[config.mk]
export PLATFORM = sky130hd
export DESIGN_NAME = branch_outcome_tracker
export DESIGN_NICKNAME = d
export VERILOG_FILES = /design/src/rtl/bp_pkg.sv /design/src/rtl/bp_inflight_fifo.sv /design/src/rtl/branch_outcome_tracker.sv
export SDC_FILE = /design/constraint.sdc
export NUM_CORES = 1
export LEC_CHECK = 0
export CAP_MARGIN = 20
export CELL_PAD_IN_SITES_DETAIL_PLACEMENT = 1
export CELL_PAD_IN_SITES_GLOBAL_PLACEMENT = 1
export CORE_MARGIN = 2
export CORE_UTILIZATION = 30
export DETAILED_ROUTE_END_ITERATION = 12
export HOLD_SLACK_MARGIN = 0.05
export PLACE_DENSITY = 0.7
export SLEW_MARGIN = 20
export SYNTH_ARGS = -nofsm -noshare
export SYNTH_HDL_FRONTEND = slang
export SYNTH_SLANG_ARGS = --single-unit
[constraint.sdc]
create_clock -name clk -period 5.05 [get_ports clk]
set_clock_uncertainty 0.1 [all_clocks]
set_input_delay 1.01 -clock clk [delete_from_list [all_inputs] [get_ports clk]]
set_output_delay 1.01 -clock clk [all_outputs]
set_load 0.1 [all_outputs]
[src/rtl/bp_pkg.sv]
// Shared definitions for the branch outcome tracker and its in-flight queue.
package bp_pkg;

    localparam int BP_DEPTH_DEF = 4;
    localparam int BP_TAG_W_DEF = 4;
    localparam int BP_CNT_W_DEF = 16;

    // One in-flight branch at the default tag width. The queue stores the
    // same packing, {tag, pred}, with the tag in the upper bits, so the
    // prediction is always bit 0 whatever the tag width is.
    typedef struct packed {
        logic [BP_TAG_W_DEF-1:0] tag;
        logic                    pred;
    } br_entry_t;

endpackage

[src/rtl/bp_inflight_fifo.sv]
// In-order queue of in-flight branches: push at the tail, pop at the head,
// and a synchronous clear that drops everything and rewinds both pointers.
module bp_inflight_fifo
    import bp_pkg::*;
#(
    parameter int DEPTH = BP_DEPTH_DEF,
    parameter int W     = BP_TAG_W_DEF + 1
) (
    input  logic                     clk,
    input  logic                     rst,
    input  logic                     clear,
    input  logic                     push,
    input  logic [W-1:0]             push_data,
    input  logic                     pop,
    output logic [$clog2(DEPTH):0]   count,
    output logic [W-1:0]             head,
    output logic                     empty
);

    localparam int AW = $clog2(DEPTH);

    logic [W-1:0]  mem [DEPTH];
    logic [AW-1:0] wr_ptr;
    logic [AW-1:0] rd_ptr;
    logic          do_pop;

    // A pop on an empty queue is ignored so the count can never underflow.
    assign empty  = (count == '0);
    assign do_pop = pop & ~empty;
    assign head   = mem[rd_ptr];

    // Pointers wrap naturally because DEPTH is a power of two.
    always_ff @(posedge clk) begin
        if (rst || clear) begin
            wr_ptr <= '0;
            rd_ptr <= '0;
            count  <= '0;
        end else begin
            if (push) begin
                wr_ptr <= wr_ptr + AW'(1);
            end
            if (do_pop) begin
                rd_ptr <= rd_ptr + AW'(1);
            end
            case ({push, do_pop})
                2'b10:   count <= count + (AW+1)'(1);
                2'b01:   count <= count - (AW+1)'(1);
                default: count <= count;
            endcase
        end
    end

    // Entry storage; a clear or reset on the same edge wins over a write.
    always_ff @(posedge clk) begin
        if (push && !clear && !rst) begin
            mem[wr_ptr] <= push_data;
        end
    end

endmodule

[src/rtl/branch_outcome_tracker.sv]
// Client side of the 2-bit branch predictor: requests predictions for fetched
// branches, tracks them in order, reports outcomes back to the predictor,
// squashes younger branches on a mispredict and keeps saturating statistics.
//
// Handshakes: a transfer happens on a rising edge where valid and ready are
// both 1 (fetch_branch/fetch_ready, resolve_valid/resolve_ready); ready never
// depends on valid, and valid may be raised or dropped freely.
module branch_outcome_tracker
    import bp_pkg::*;
#(
    parameter int DEPTH = BP_DEPTH_DEF,
    parameter int TAG_W = BP_TAG_W_DEF,
    parameter int CNT_W = BP_CNT_W_DEF
) (
    input  logic             clk,
    input  logic             rst,
    input  logic             fetch_branch,
    input  logic [TAG_W-1:0] fetch_tag,
    output logic             fetch_ready,
    output logic             fetch_pred_valid,
    output logic             fetch_pred,
    output logic             pred_request,
    input  logic             pred_prediction,
    output logic             pred_result,
    output logic             pred_taken,
    input  logic             resolve_valid,
    input  logic             resolve_taken,
    output logic             resolve_ready,
    output logic [TAG_W-1:0] resolve_tag,
    output logic             mispredict,
    output logic             flush,
    output logic [CNT_W-1:0] branch_count,
    output logic [CNT_W-1:0] mispredict_count
);

    localparam int AW = $clog2(DEPTH);
    localparam int EW = TAG_W + 1;

    logic             pending_q;
    logic [TAG_W-1:0] pending_tag_q;
    logic [AW:0]      q_count;
    logic [EW-1:0]    q_head;
    logic             q_empty;
    logic [AW+1:0]    occupancy;
    logic             res_accept;
    logic             res_mis;
    logic             capture;

    // A pending capture already owns a slot, so it counts toward occupancy.
    assign occupancy   = {1'b0, q_count} + {{(AW+1){1'b0}}, pending_q};
    assign fetch_ready = (occupancy < (AW+2)'(DEPTH));

    // Combinational: the predictor registers its prediction on this same edge.
    assign pred_request = fetch_branch & fetch_ready & ~rst;

    // The prediction arrives the cycle after the request; show it as it lands.
    assign fetch_pred_valid = pending_q;
    assign fetch_pred       = pending_q & pred_prediction;

    // Resolvability follows the stored count only, so a capture landing this
    // cycle cannot be resolved until the next one.
    assign resolve_ready = ~q_empty;
    assign resolve_tag   = q_head[EW-1:1];
    assign res_accept    = resolve_valid & resolve_ready;
    assign res_mis       = res_accept & (q_head[0] != resolve_taken);

    // A capture that lands on a mispredict edge is younger than the branch
    // being resolved, so it is squashed along with the rest of the queue.
    assign capture = pending_q & ~res_mis;

    bp_inflight_fifo #(
        .DEPTH (DEPTH),
        .W     (EW)
    ) u_fifo (
        .clk       (clk),
        .rst       (rst),
        .clear     (res_mis),
        .push      (capture),
        .push_data ({pending_tag_q, pred_prediction}),
        .pop       (res_accept),
        .count     (q_count),
        .head      (q_head),
        .empty     (q_empty)
    );

    // Remember an accepted request until its prediction comes back next cycle.
    always_ff @(posedge clk) begin
        if (rst) begin
            pending_q     <= 1'b0;
            pending_tag_q <= '0;
        end else begin
            pending_q     <= pred_request & ~res_mis;
            pending_tag_q <= fetch_tag;
        end
    end

    // One-cycle outcome and mispredict pulses following a resolve.
    always_ff @(posedge clk) begin
        if (rst) begin
            pred_result <= 1'b0;
            pred_taken  <= 1'b0;
            mispredict  <= 1'b0;
            flush       <= 1'b0;
        end else begin
            pred_result <= res_accept;
            pred_taken  <= res_accept & resolve_taken;
            mispredict  <= res_mis;
            flush       <= res_mis;
        end
    end

    // Saturating statistics: stick at all-ones instead of wrapping.
    always_ff @(posedge clk) begin
        if (rst) begin
            branch_count     <= '0;
            mispredict_count <= '0;
        end else begin
            if (res_accept && (branch_count != '1)) begin
                branch_count <= branch_count + CNT_W'(1);
            end
            if (res_mis && (mispredict_count != '1)) begin
                mispredict_count <= mispredict_count + CNT_W'(1);
            end
        end
    end

endmodule
==> impl_metrics.prom, run 1 <==
# TYPE chip_impl_metric gauge
chip_impl_metric{name="clk-insertion-delay-late",unit="ns"} 0.35
chip_impl_metric{name="mappedNetlistArea",unit="µm²"} 3109
chip_impl_metric{name="vdd_ir_drop_max",unit="µV"} 178.6
chip_impl_metric{name="antenna_left",unit=""} 0
chip_impl_metric{name="arrival",unit="ns"} 2.48
chip_impl_metric{name="finalCriticalPeriod",unit="ns"} 3.593
chip_impl_metric{name="place_hpwl",unit="mm"} 5.097
chip_impl_metric{name="std_cell_rows",unit=""} 37
chip_impl_info{name="clockRootBuffer",value="clkbuf_8"} 1
chip_impl_metric{name="drt_pass1_iterations",unit=""} 4
chip_impl_metric{name="grt_start_max_net_pins",unit=""} 51
chip_impl_metric{name="ant_diodes",unit=""} 0
chip_impl_metric{name="die_extent_in_y",unit="µm"} 105.8
chip_impl_metric{name="power-per-cell-area",unit="nW/µm²"} 416.8
chip_impl_metric{name="synth_enable_flop_cells",unit=""} 20
chip_impl_metric{name="synthDominantCellAreaShare",unit=""} 0.3155
chip_impl_metric{name="share_of_total_power_in_combinational_logic",unit=""} 0.313
chip_impl_metric{name="grt_pass1_vias",unit=""} 2440
chip_impl_info{name="hp-class",value="flip-flop to flip-flop"} 1
chip_impl_metric{name="ys_types",unit=""} 47
chip_impl_metric{name="final_nets",unit=""} 368
chip_impl_metric{name="global_route.overflow_total",unit=""} 0
chip_impl_metric{name="drv_slew",unit=""} 0
chip_impl_metric{name="switchingPower",unit="W"} 0.0006572
chip_impl_metric{name="post-route-worst-setup-slack",unit="ns"} 1.457
chip_impl_metric{name="reg2reg_depth",unit=""} 11
chip_impl_metric{name="tritoncts.num_buffers",unit=""} 9
chip_impl_metric{name="pre_cts_slack",unit="ns"} 1.182
chip_impl_metric{name="report.final.setup_viol",unit=""} 0
chip_impl_metric{name="p_clk_frac",unit=""} 0.285
chip_impl_metric{name="cts.sinks",unit=""} 69
chip_impl_metric{name="synth_seq_cells",unit=""} 69
chip_impl_metric{name="power.switching_fraction",unit=""} 0.4003
chip_impl_metric{name="setup_tns",unit="ns"} 0
chip_impl_info{name="end_kind",value="output pin"} 1
chip_impl_metric{name="post_cts.resized_instances",unit=""} 0
chip_impl_metric{name="worst-slew-pin-transition",unit="ns"} 1.007
chip_impl_metric{name="static_leakage",unit="nW"} 1.320
chip_impl_metric{name="groute.usage.overall",unit=""} 0.1423
chip_impl_metric{name="antenna_found_initial",unit=""} 0
chip_impl_metric{name="ioPinCount",unit=""} 55
chip_impl_metric{name="ys_seq_area_frac",unit=""} 0.5087
chip_impl_metric{name="ctsHoldBuffers",unit=""} 0
chip_impl_metric{name="drive_gt1_frac",unit=""} 0.09577
chip_impl_metric{name="die_area",unit="µm²"} 11190
chip_impl_metric{name="globalRouteMet2Util",unit=""} 0.2286
chip_impl_metric{name="vias",unit=""} 2439
chip_impl_info{name="cts_tree",value="built"} 1
chip_impl_info{name="run_status",value="complete, no violations"} 1
chip_impl_metric{name="route.detailed.vias_per_inst",unit=""} 4.967
chip_impl_metric{name="totalWireLength",unit="mm"} 7.387
chip_impl_metric{name="post-route-period-util",unit=""} 0.7116
chip_impl_metric{name="synth.yosys.warnings",unit=""} 0
chip_impl_info{name="worst_setup_path_start_kind",value="flip-flop"} 1
chip_impl_info{name="global_route.peak_usage_layer",value="met2"} 1
chip_impl_metric{name="ctsHtreeMaxLevel",unit=""} 3
chip_impl_metric{name="use_met3",unit=""} 0.03896
chip_impl_metric{name="core_area",unit="µm²"} 10180
chip_impl_info{name="unrepaired_setup_endpoints_after_global_routing",value="no"} 1
chip_impl_metric{name="postCtsSetupRepairBufs",unit=""} 0
chip_impl_metric{name="power_report.internal_total",unit="W"} 0.0009844
chip_impl_metric{name="fp.dieW",unit="µm"} 105.8
chip_impl_info{name="synth.top_cells.by_area",value="dfxtp_1 32%, edfxtp_1 19%, nor2_1 3.7%"} 1
chip_impl_metric{name="avgRoutedWirePerCell",unit="µm"} 15.04
chip_impl_metric{name="post_route_drc",unit=""} 0
chip_impl_metric{name="layout-area-overhead-vs-synth",unit="%"} 26.68
chip_impl_metric{name="endpoints_failing_hold",unit=""} 0
chip_impl_metric{name="timing.slew.headroom",unit=""} 0.3225
chip_impl_metric{name="global_route_met1_utilization",unit=""} 0.1824
chip_impl_metric{name="share_of_total_power_in_sequential_cells",unit=""} 0.402
chip_impl_metric{name="buffer_depth_of_the_longest_clock_path",unit=""} 2
chip_impl_metric{name="synthesis.area_per_instance",unit="µm²"} 10.36
chip_impl_metric{name="synth_nets",unit=""} 318
chip_impl_metric{name="number_of_violations_reported_at_the_end_of_detailed_routing_iteration_0",unit=""} 91
chip_impl_metric{name="port-buffer-count",unit=""} 54
chip_impl_metric{name="crit_path_max_fanout",unit=""} 8
chip_impl_metric{name="grt_first_pass_wirelength",unit="mm"} 12.52
chip_impl_metric{name="instance_count_of_the_mapped_netlist",unit=""} 300
chip_impl_metric{name="worst-endpoint-required",unit="ns"} 3.94
chip_impl_info{name="synth.largest_area_cell",value="dfxtp_1"} 1
chip_impl_metric{name="min_delay_path_depth",unit=""} 0
chip_impl_metric{name="synth_async_sr_flop_share",unit=""} 0
chip_impl_info{name="dominantRegCellSynth",value="dfxtp_1"} 1
chip_impl_metric{name="maxClockFrequency",unit="GHz"} 0.2783
chip_impl_metric{name="clk_pin_slew",unit="ns"} 0.08
chip_impl_info{name="critPathKind",value="flip-flop to output pin"} 1
chip_impl_metric{name="max-cap-violations",unit=""} 0
chip_impl_metric{name="globalplace.congestion",unit=""} 0.7505
chip_impl_metric{name="initial_utilization",unit=""} 0.3053
## cells in the final DEF (no fill, tap or decap), types with 3 or more instances in the layout
cell and n:
o31ai_1 5, clkbuf_8 9, edfxtp_1 20, and3_1 11, nor2b_1 8, xor2_1 8, buf_4 3, and2_1 3
nand2_1 14, clkdlybuf4s50_1 51, nor2_1 31, a31oi_1 3, mux4_2 4, ha_1 7, xnor2_1 12, or4_1 5
nor3_1 15, nor4_1 3, nand4_1 10, inv_1 9, nand3_1 9, a21oi_1 13, mux2i_1 5, o21ai_0 7
inv_6 3, dfxtp_1 49, mux2_2 4, or3_1 6
## sequential cells by signal, summed over array words and instances (netlist names), named ones only
signal,flops
u_fifo.mem,20
pending_tag_q,4
u_fifo.wr_ptr,2
branch_count,16
pred_taken,1
u_fifo.count,3
fetch_pred_valid,1
flush,1
pred_result,1
mispredict_count,16
u_fifo.rd_ptr,2
## per-stage QoR
step / area (µm²) / cells / hold WS [ns] / util / power (W)
floorplan: 3109 / 300 / 0.3383 / - / 0.001072
global placement: 3735 / 475 / 0.3528 / 0.3667 / 0.001175
detailed placement: 3735 / 475 / 0.3699 / 0.3667 / 0.001189
CTS: 3939 / 491 / 0.3902 / 0.3867 / 0.001662
global route: 3939 / 491 / 0.4184 / 0.3867 / 0.001723
finish: 3939 / 491 / 0.3870 / 0.3867 / 0.001642
## power by group through the flow
stage	clock (W)	sequential [W]	combinational, W
5_1_grt	0.000510	0.000670	0.000543
3_3_place_gp	0	0.000671	0.000504
4_1_cts	0.000482	0.000662	0.000517
2_1_floorplan	0	0.000737	0.000335
3_5_place_dp	0	0.000674	0.000515
6_report	0.000468	0.000660	0.000513
## cell type report
cell class	instances	area (µm²)
repair buffers	55	538.0
inverters	10	37.54
clock inverters	7	80.08
flip-flops and latches	69	1582
multi-input cells	205	1408
clock buffers	9	123.9
well taps	136	170.2
fillers	1162	6246
## worst max-delay path, cell delays in order (launching register included)
cell and delay, ns:
dfxtp_1 0.60, mux4_2 0.55, clkdlybuf4s50_1 0.98
## synthesized netlist by cell type (7+ instances only)
library cell / count
dfxtp_1: 49
clkbuf_1: 10
edfxtp_1: 20
nor2_1: 31
nor3_1: 15
inv_1: 9
a21oi_1: 13
nand3_1: 9
and3_1: 11
xor2_1: 8
o21ai_0: 7
nand4_1: 10
ha_1: 7
xnor2_1: 12
nand2_1: 14
nor2b_1: 8
## final timing paths
kind	from	endpoint	slack [ns]
worst max-delay path	flip-flop	resolve_tag[2]	1.46
worst min-delay path	pending_tag_q[3]	u_fifo.mem[0][4]	0.39
worst max register to register	flip-flop	u_fifo.count[2]	1.96
worst min register to register	pending_tag_q[3]	u_fifo.mem[0][4]	0.39
## per-layer routing
| metal | part of all wire | wire (µm) |
|---|---|---|
| met5 | 0 | 0 |
| met4 | 0.014 | 103 |
| met3 | 0.041 | 301 |
| met2 | 0.47 | 3504 |
| met1 | 0.47 | 3478 |
## cells by family (layout without fill, tap and decap cells)
group | after synthesis | after routing | synth area share
xor gates and xnor gates | 20 | 20 | 0.05634
and+or+nand+nor | 126 | 126 | 0.2233
DFF | 69 | 69 | 0.5087
adders and majority gates | 8 | 8 | 0.03461
AOI/OAI and AO/OA | 38 | 38 | 0.07887
muxes | 13 | 13 | 0.05956
buffers and inverters | 26 | 81 | 0.03863
No activity file was read; power rests on OpenSTA's default activity.
==> run 2, diff against run 1 <==
--- a/config.mk
+++ b/config.mk
@@ -12,7 +12,7 @@
 export CORE_UTILIZATION = 30
 export DETAILED_ROUTE_END_ITERATION = 12
 export HOLD_SLACK_MARGIN = 0.05
-export PLACE_DENSITY = 0.7
+export PLACE_DENSITY = 0.72
 export SLEW_MARGIN = 20
 export SYNTH_ARGS = -nofsm -noshare
 export SYNTH_HDL_FRONTEND = slang
==> constraint.sdc (replaced) <==
create_clock -name clk -period 2.95 [get_ports clk]
set_clock_uncertainty 0.1 [all_clocks]
set_input_delay 0.59 -clock clk [delete_from_list [all_inputs] [get_ports clk]]
set_output_delay 0.59 -clock clk [all_outputs]
set_load 0.1 [all_outputs]
==> impl_metrics.prom, run 2 (synthesized netlist as in run 1, its figures left out) <==
# TYPE chip_impl_metric gauge
chip_impl_info{name="run_status",value="complete, no violations"} 1
chip_impl_metric{name="min_delay_path_depth",unit=""} 0
chip_impl_metric{name="post_route_drc",unit=""} 0
chip_impl_metric{name="final_core_util",unit=""} 0.3859
chip_impl_metric{name="arrival",unit="ns"} 2.75
chip_impl_metric{name="grt_pass1_vias",unit=""} 2569
chip_impl_metric{name="final_nets",unit=""} 375
chip_impl_metric{name="place_hpwl",unit="mm"} 5.378
chip_impl_metric{name="core_area",unit="µm²"} 10180
chip_impl_metric{name="static_leakage",unit="nW"} 1.444
chip_impl_metric{name="reg2reg_depth",unit=""} 11
chip_impl_metric{name="groute.usage.overall",unit=""} 0.1428
chip_impl_info{name="critPathKind",value="primary input to flip-flop"} 1
chip_impl_metric{name="global_route_met1_utilization",unit=""} 0.1658
chip_impl_metric{name="post-route-period-util",unit=""} 0.8908
chip_impl_metric{name="initial_utilization",unit=""} 0.3053
chip_impl_metric{name="ant_diodes",unit=""} 0
chip_impl_metric{name="post_cts.resized_instances",unit=""} 0
chip_impl_metric{name="tritoncts.num_buffers",unit=""} 9
chip_impl_metric{name="worst-endpoint-required",unit="ns"} 3.07
chip_impl_metric{name="maxClockFrequency",unit="GHz"} 0.3805
chip_impl_metric{name="fp.dieW",unit="µm"} 105.8
chip_impl_metric{name="register_to_register_setup_slack",unit="ns"} 0.32
chip_impl_metric{name="clk-insertion-delay-late",unit="ns"} 0.35
chip_impl_metric{name="std_cell_rows",unit=""} 37
chip_impl_metric{name="setup_tns",unit="ns"} 0
chip_impl_metric{name="postCtsSetupRepairBufs",unit=""} 0
chip_impl_metric{name="buffer_depth_of_the_longest_clock_path",unit=""} 2
chip_impl_info{name="hp-class",value="flip-flop to flip-flop"} 1
chip_impl_info{name="timing.critical_path.cells",value="clkdlybuf4s50_1, nor2b_1, mux2i_1, nand3_1, nand2_1, ha_1, inv_1, fa_1, xor2_1, nor2_1, xnor2_1, nor3_1"} 1
chip_impl_metric{name="area.sequential",unit="µm²"} 1582
chip_impl_metric{name="report.final.setup_viol",unit=""} 0
chip_impl_metric{name="avgRoutedWirePerCell",unit="µm"} 15.37
chip_impl_metric{name="cts.sinks",unit=""} 69
chip_impl_metric{name="die_area",unit="µm²"} 11190
chip_impl_info{name="unrepaired_setup_endpoints_after_global_routing",value="no"} 1
chip_impl_metric{name="grt_start_max_net_pins",unit=""} 50
chip_impl_info{name="top_register",value="u_fifo.mem"} 1
chip_impl_metric{name="route.detailed.vias_per_inst",unit=""} 4.952
chip_impl_info{name="end_kind",value="flip-flop"} 1
chip_impl_metric{name="multiInputGateArea",unit="µm²"} 1424
chip_impl_info{name="timing.critical_path.slowest_stage_cell",value="clkdlybuf4s50_1"} 1
chip_impl_info{name="biggest_registers_after_layout",value="u_fifo.mem (20), branch_count (16), mispredict_count (16)"} 1
chip_impl_metric{name="layout-area-overhead-vs-synth",unit="%"} 26.40
chip_impl_metric{name="timing.slew.headroom",unit=""} 0.6405
chip_impl_metric{name="crit_path_max_fanout",unit=""} 5
chip_impl_metric{name="max-cap-violations",unit=""} 0
chip_impl_metric{name="die_extent_in_y",unit="µm"} 105.8
chip_impl_metric{name="path_buf_inv",unit=""} 2
chip_impl_metric{name="vdd_ir_drop_max",unit="µV"} 360.5
chip_impl_info{name="global_route.peak_usage_layer",value="met2"} 1
chip_impl_metric{name="finalCriticalPeriod",unit="ns"} 2.628
chip_impl_metric{name="drv_slew",unit=""} 0
chip_impl_metric{name="use_met3",unit=""} 0.04205
chip_impl_info{name="cell_family_with_the_largest_share_of_critical_path_delay",value="simple AND/OR/NAND/NOR gates"} 1
chip_impl_metric{name="number_of_violations_reported_at_the_end_of_detailed_routing_iteration_0",unit=""} 88
chip_impl_info{name="end_point_of_the_most_critical_hold_path",value="u_fifo.mem[0][1]"} 1
chip_impl_metric{name="clk_pin_slew",unit="ns"} 0.08
chip_impl_info{name="worst_r2r_endpoint",value="u_fifo.count[2]"} 1
chip_impl_metric{name="drt_pass1_iterations",unit=""} 4
chip_impl_metric{name="drive_gt1_frac",unit=""} 0.2376
chip_impl_metric{name="port-buffer-count",unit=""} 54
chip_impl_info{name="final_cell_mix",value="51 x buf_4, 49 x dfxtp_1, 31 x nor2_1, 20 x edfxtp_1, 15 x nor3_1"} 1
chip_impl_metric{name="finalPower",unit="W"} 0.002856
chip_impl_metric{name="ioPinCount",unit=""} 55
chip_impl_info{name="clockRootBuffer",value="clkbuf_8"} 1
chip_impl_metric{name="worst-slew-pin-transition",unit="ns"} 0.5392
chip_impl_metric{name="grt_first_pass_wirelength",unit="mm"} 12.52
chip_impl_metric{name="endpoints_failing_hold",unit=""} 0
chip_impl_metric{name="globalplace.congestion",unit=""} 0.7745
chip_impl_info{name="mostFrequentLayoutCell",value="buf_4"} 1
chip_impl_metric{name="vias",unit=""} 2466
chip_impl_info{name="cts_tree",value="built"} 1
chip_impl_metric{name="largest_register_ffs",unit=""} 20
chip_impl_metric{name="totalWireLength",unit="mm"} 7.652
chip_impl_metric{name="filler_cells_inserted",unit=""} 1161
chip_impl_metric{name="ctsHtreeMaxLevel",unit=""} 3
chip_impl_info{name="worst_hold_startpoint",value="pending_tag_q[0]"} 1
chip_impl_metric{name="power-per-cell-area",unit="nW/µm²"} 726.6
chip_impl_metric{name="globalRouteMet2Util",unit=""} 0.2548
chip_impl_metric{name="antenna_left",unit=""} 0
chip_impl_info{name="worst_setup_path_start_kind",value="primary input"} 1
chip_impl_metric{name="antenna_found_initial",unit=""} 0
chip_impl_metric{name="ctsHoldBuffers",unit=""} 0
chip_impl_metric{name="global_route.overflow_total",unit=""} 0
chip_impl_metric{name="timing.critical_path.slowest_cell_delay",unit="ns"} 0.49
==> run 2: cell count changes in the layout (fill, tap and decap cells not counted) <==
| cell | delta |
|---|---|
| a31oi_4 | +1 |
| clkinv_4 | +1 |
| and3_1 | -1 |
| buf_4 | +48 |
| clkbuf_8 | +1 |
| clkdlybuf4s50_1 | -43 |
| buf_12 | +2 |
| a31oi_1 | -1 |
| inv_6 | -2 |
| and3_2 | +1 |
==> run 2: layer usage <==
metal | share of wire | vias up
li1 | - | 1199
met1 | 0.44 | 1213
met2 | 0.51 | 45
met3 | 0.039 | 9
met4 | 0.012 | 0
met5 | 0 | -
==> run 2: worst max-delay path by stage <==
stage	cells past startpoint	slack [ns]	to	start
after floorplan	3	0.002	pred_request	fetch_pred_valid
after global placement	12	0.07	u_fifo.count[2]	resolve_taken
after detailed placement	12	-0.02	u_fifo.count[2]	resolve_taken
after CTS	11	0.29	u_fifo.count[2]	flip-flop
after global routing	12	0.14	u_fifo.count[2]	resolve_taken
final	12	0.32	u_fifo.count[2]	resolve_taken
==> run 2: layout make-up <==
type,count,area share
repair buffers,62,0.1293
multi-input cells,205,0.3623
clock inverters,6,0.01815
flip-flops and latches,69,0.4024
clock buffers,10,0.03502
well taps,136,0.04330
inverters,10,0.009551
==> run 2: stage by stage <==
stage                     hold slack [ns]  instance area, µm²  instances  worst slack, ns
after floorplan                    0.3383                3126        300         0.002172
after global placement             0.3536                3721        482          0.07277
after detailed placement           0.3797                3721        482         -0.01561
after CTS                          0.3989                3930        498           0.2916
after global routing               0.4215                3930        498           0.1412
final                              0.3972                3930        498           0.3221
==> run 2: report_power, final <==
part	internal (W)	leakage, nW	total [W]	switching [W]
registers	0.00104	0.580	0.00114	0.0000964
logic	0.000259	0.765	0.000903	0.000644
clock network	0.000419	0.0991	0.000815	0.000396
==> run 2: worst register-to-register path: cells and delay by family (launching register included) <==
family | cells | cell delay (ns)
flip-flops | 1 | 0.53
XOR/XNOR | 2 | 0.28
adder cells (fa/ha/maj) | 2 | 0.55
multiplexers | 2 | 0.59
buffers and inverters | 1 | 0.06
AND/OR/NAND/NOR | 4 | 0.41
==> run 3, diff against run 2 <==
--- a/config.mk
+++ b/config.mk
@@ -8,7 +8,7 @@
 export CAP_MARGIN = 20
 export CELL_PAD_IN_SITES_DETAIL_PLACEMENT = 1
 export CELL_PAD_IN_SITES_GLOBAL_PLACEMENT = 1
-export CORE_MARGIN = 2
+export CORE_MARGIN = 10
 export CORE_UTILIZATION = 30
 export DETAILED_ROUTE_END_ITERATION = 12
 export HOLD_SLACK_MARGIN = 0.05
==> impl_metrics.prom, run 3 (synthesized netlist as in run 1, its figures left out) <==
# TYPE chip_impl_metric gauge
chip_impl_metric{name="drv_slew",unit=""} 0
chip_impl_info{name="final_cell_mix",value="52 x buf_4, 49 x dfxtp_1, 31 x nor2_1, 20 x edfxtp_1, 15 x nor3_1"} 1
chip_impl_metric{name="worst-endpoint-required",unit="ns"} 3.07
chip_impl_metric{name="timing.critical_path.slowest_cell_delay",unit="ns"} 0.48
chip_impl_metric{name="use_met3",unit=""} 0.03654
chip_impl_metric{name="grt_start_max_net_pins",unit=""} 50
chip_impl_metric{name="filler_cells_inserted",unit=""} 1185
chip_impl_info{name="top_register",value="u_fifo.mem"} 1
chip_impl_info{name="clockRootBuffer",value="clkbuf_8"} 1
chip_impl_metric{name="final_nets",unit=""} 376
chip_impl_metric{name="global_route.overflow_total",unit=""} 0
chip_impl_metric{name="post_route_drc",unit=""} 0
chip_impl_metric{name="dp.cells",unit=""} 483
chip_impl_metric{name="globalRouteMet2Util",unit=""} 0.1827
chip_impl_metric{name="vdd_ir_drop_max",unit="µV"} 351.4
chip_impl_metric{name="hold_slack",unit="ns"} 0.3897
chip_impl_metric{name="buffer_depth_of_the_longest_clock_path",unit=""} 2
chip_impl_metric{name="worst-slew-pin-transition",unit="ns"} 0.5735
chip_impl_metric{name="drt_pass1_iterations",unit=""} 4
chip_impl_info{name="biggest_registers_after_layout",value="u_fifo.mem (20), branch_count (16), mispredict_count (16)"} 1
chip_impl_metric{name="die_area",unit="µm²"} 14840
chip_impl_metric{name="largest_register_ffs",unit=""} 20
chip_impl_metric{name="report.final.setup_viol",unit=""} 0
chip_impl_metric{name="ctsHoldBuffers",unit=""} 0
chip_impl_info{name="timing.critical_path.cells",value="clkdlybuf4s50_1, nor2b_1, mux2i_1, nand3_1, nand2_1, ha_1, inv_1, fa_1, xor2_1, nor2_1, xnor2_1, nor3_1"} 1
chip_impl_info{name="cts_tree",value="built"} 1
chip_impl_metric{name="register_to_register_setup_slack",unit="ns"} 0.32
chip_impl_metric{name="route.detailed.vias_per_inst",unit=""} 5.008
chip_impl_metric{name="antenna_found_initial",unit=""} 0
chip_impl_metric{name="max-cap-violations",unit=""} 0
chip_impl_metric{name="groute.usage.overall",unit=""} 0.1091
chip_impl_metric{name="ctsHtreeMaxLevel",unit=""} 3
chip_impl_metric{name="static_leakage",unit="nW"} 1.447
chip_impl_metric{name="finalCriticalPeriod",unit="ns"} 2.662
chip_impl_metric{name="final_cells",unit=""} 499
chip_impl_metric{name="initial_utilization",unit=""} 0.3039
chip_impl_metric{name="postPlaceCellArea",unit="µm²"} 3729
chip_impl_metric{name="core_area",unit="µm²"} 10230
chip_impl_metric{name="ant_diodes",unit=""} 0
chip_impl_info{name="run_status",value="complete, no violations"} 1
chip_impl_info{name="critPathKind",value="primary input to flip-flop"} 1
chip_impl_metric{name="final_design_area_no_fill",unit="µm²"} 3933
chip_impl_info{name="mostFrequentLayoutCell",value="buf_4"} 1
chip_impl_metric{name="vias",unit=""} 2499
chip_impl_metric{name="die_extent_in_y",unit="µm"} 121.8
chip_impl_metric{name="crit_path_max_fanout",unit=""} 5
chip_impl_info{name="unrepaired_setup_endpoints_after_global_routing",value="no"} 1
chip_impl_metric{name="antenna_left",unit=""} 0
chip_impl_metric{name="clk-insertion-delay-late",unit="ns"} 0.35
chip_impl_metric{name="std_cell_rows",unit=""} 37
chip_impl_metric{name="arrival",unit="ns"} 2.78
chip_impl_metric{name="global_route_met1_utilization",unit=""} 0.1285
chip_impl_metric{name="place_hpwl",unit="mm"} 5.803
chip_impl_metric{name="endpoints_failing_hold",unit=""} 0
chip_impl_metric{name="tritoncts.num_buffers",unit=""} 9
chip_impl_metric{name="clk_pin_slew",unit="ns"} 0.09
chip_impl_metric{name="setup_tns",unit="ns"} 0
chip_impl_metric{name="totalWireLength",unit="mm"} 7.982
chip_impl_info{name="end_kind",value="flip-flop"} 1
chip_impl_info{name="worst_setup_path_start_kind",value="primary input"} 1
chip_impl_metric{name="port-buffer-count",unit=""} 54
chip_impl_metric{name="power-per-cell-area",unit="nW/µm²"} 726.0
chip_impl_info{name="hp-class",value="flip-flop to flip-flop"} 1
chip_impl_metric{name="post_cts.resized_instances",unit=""} 0
chip_impl_metric{name="cts.sinks",unit=""} 69
chip_impl_metric{name="number_of_violations_reported_at_the_end_of_detailed_routing_iteration_0",unit=""} 59
chip_impl_metric{name="drive_gt1_frac",unit=""} 0.2397
chip_impl_info{name="global_route.peak_usage_layer",value="met2"} 1
chip_impl_metric{name="fp.dieW",unit="µm"} 121.8
chip_impl_metric{name="postCtsSetupRepairBufs",unit=""} 0
chip_impl_metric{name="post-route-period-util",unit=""} 0.9022
chip_impl_metric{name="avgRoutedWirePerCell",unit="µm"} 16.00
chip_impl_metric{name="finalPower",unit="W"} 0.002855
chip_impl_metric{name="grt_first_pass_wirelength",unit="mm"} 13.11
chip_impl_metric{name="ioPinCount",unit=""} 55
chip_impl_info{name="timing.critical_path.slowest_stage_cell",value="clkdlybuf4s50_1"} 1
chip_impl_metric{name="globalplace.congestion",unit=""} 0.7994
chip_impl_metric{name="timing.slew.headroom",unit=""} 0.6177
chip_impl_metric{name="layout-area-overhead-vs-synth",unit="%"} 26.48
chip_impl_metric{name="grt_pass1_vias",unit=""} 2594
chip_impl_metric{name="maxClockFrequency",unit="GHz"} 0.3757
run 3: changes by cell type in the layout (fill, tap and decap cells not counted), sizes merged:
cell	change
clkbuf	-1
buf	+1
clkinv	-2
inv	+3
run 3: layout make-up:
cell class              instances  area [µm²]  share of cell area
flip-flops and latches         69        1582              0.4022
multi-input cells             205        1424              0.3621
repair buffers                 63       515.5              0.1311
well taps                     136       170.2             0.04327
clock buffers                   9       123.9             0.03150
clock inverters                 7       80.08             0.02036
inverters                      10       37.54            0.009545
run 3: worst paths after layout:
kind | start | end | cells past startpoint
worst min-delay path | pending_tag_q[3] | u_fifo.mem[2][4] | 0
worst max register to register | flip-flop | u_fifo.count[2] | 11
worst min register to register | pending_tag_q[3] | u_fifo.mem[2][4] | 0
worst max-delay path | resolve_taken | u_fifo.count[2] | 12
run 3: through the flow:
| stage | setup slack [ns] | util |
|---|---|---|
| final | 0.2885 | 0.3844 |
| after global routing | 0.04798 | 0.3844 |
| after CTS | 0.2706 | 0.3844 |
| after detailed placement | -0.08413 | 0.3644 |
| after global placement | 0.06527 | 0.3644 |
| after floorplan | 0.002172 | - |
run 3: power by group:
group	total (W)	switching, W	internal, W
Clock	0.000810	0.000407	0.000402
Sequential	0.00113	0.0000937	0.00104
Combinational	0.000910	0.000650	0.000260
run 3: layer usage:
layer | vias up | wire length (µm)
met4 | 0 | 91
met2 | 47 | 3947
li1 | 1203 | -
met1 | 1241 | 3553
met5 | - | 0
met3 | 8 | 390
run 3: critical path: cells and delay by family:
kind                       cells  cell delay (ns)
adders and majority gates      2             0.57
buffers and inverters          2             0.54
and+or+nand+nor                5             0.59
xor gates and xnor gates       2             0.28
muxes                          1             0.20
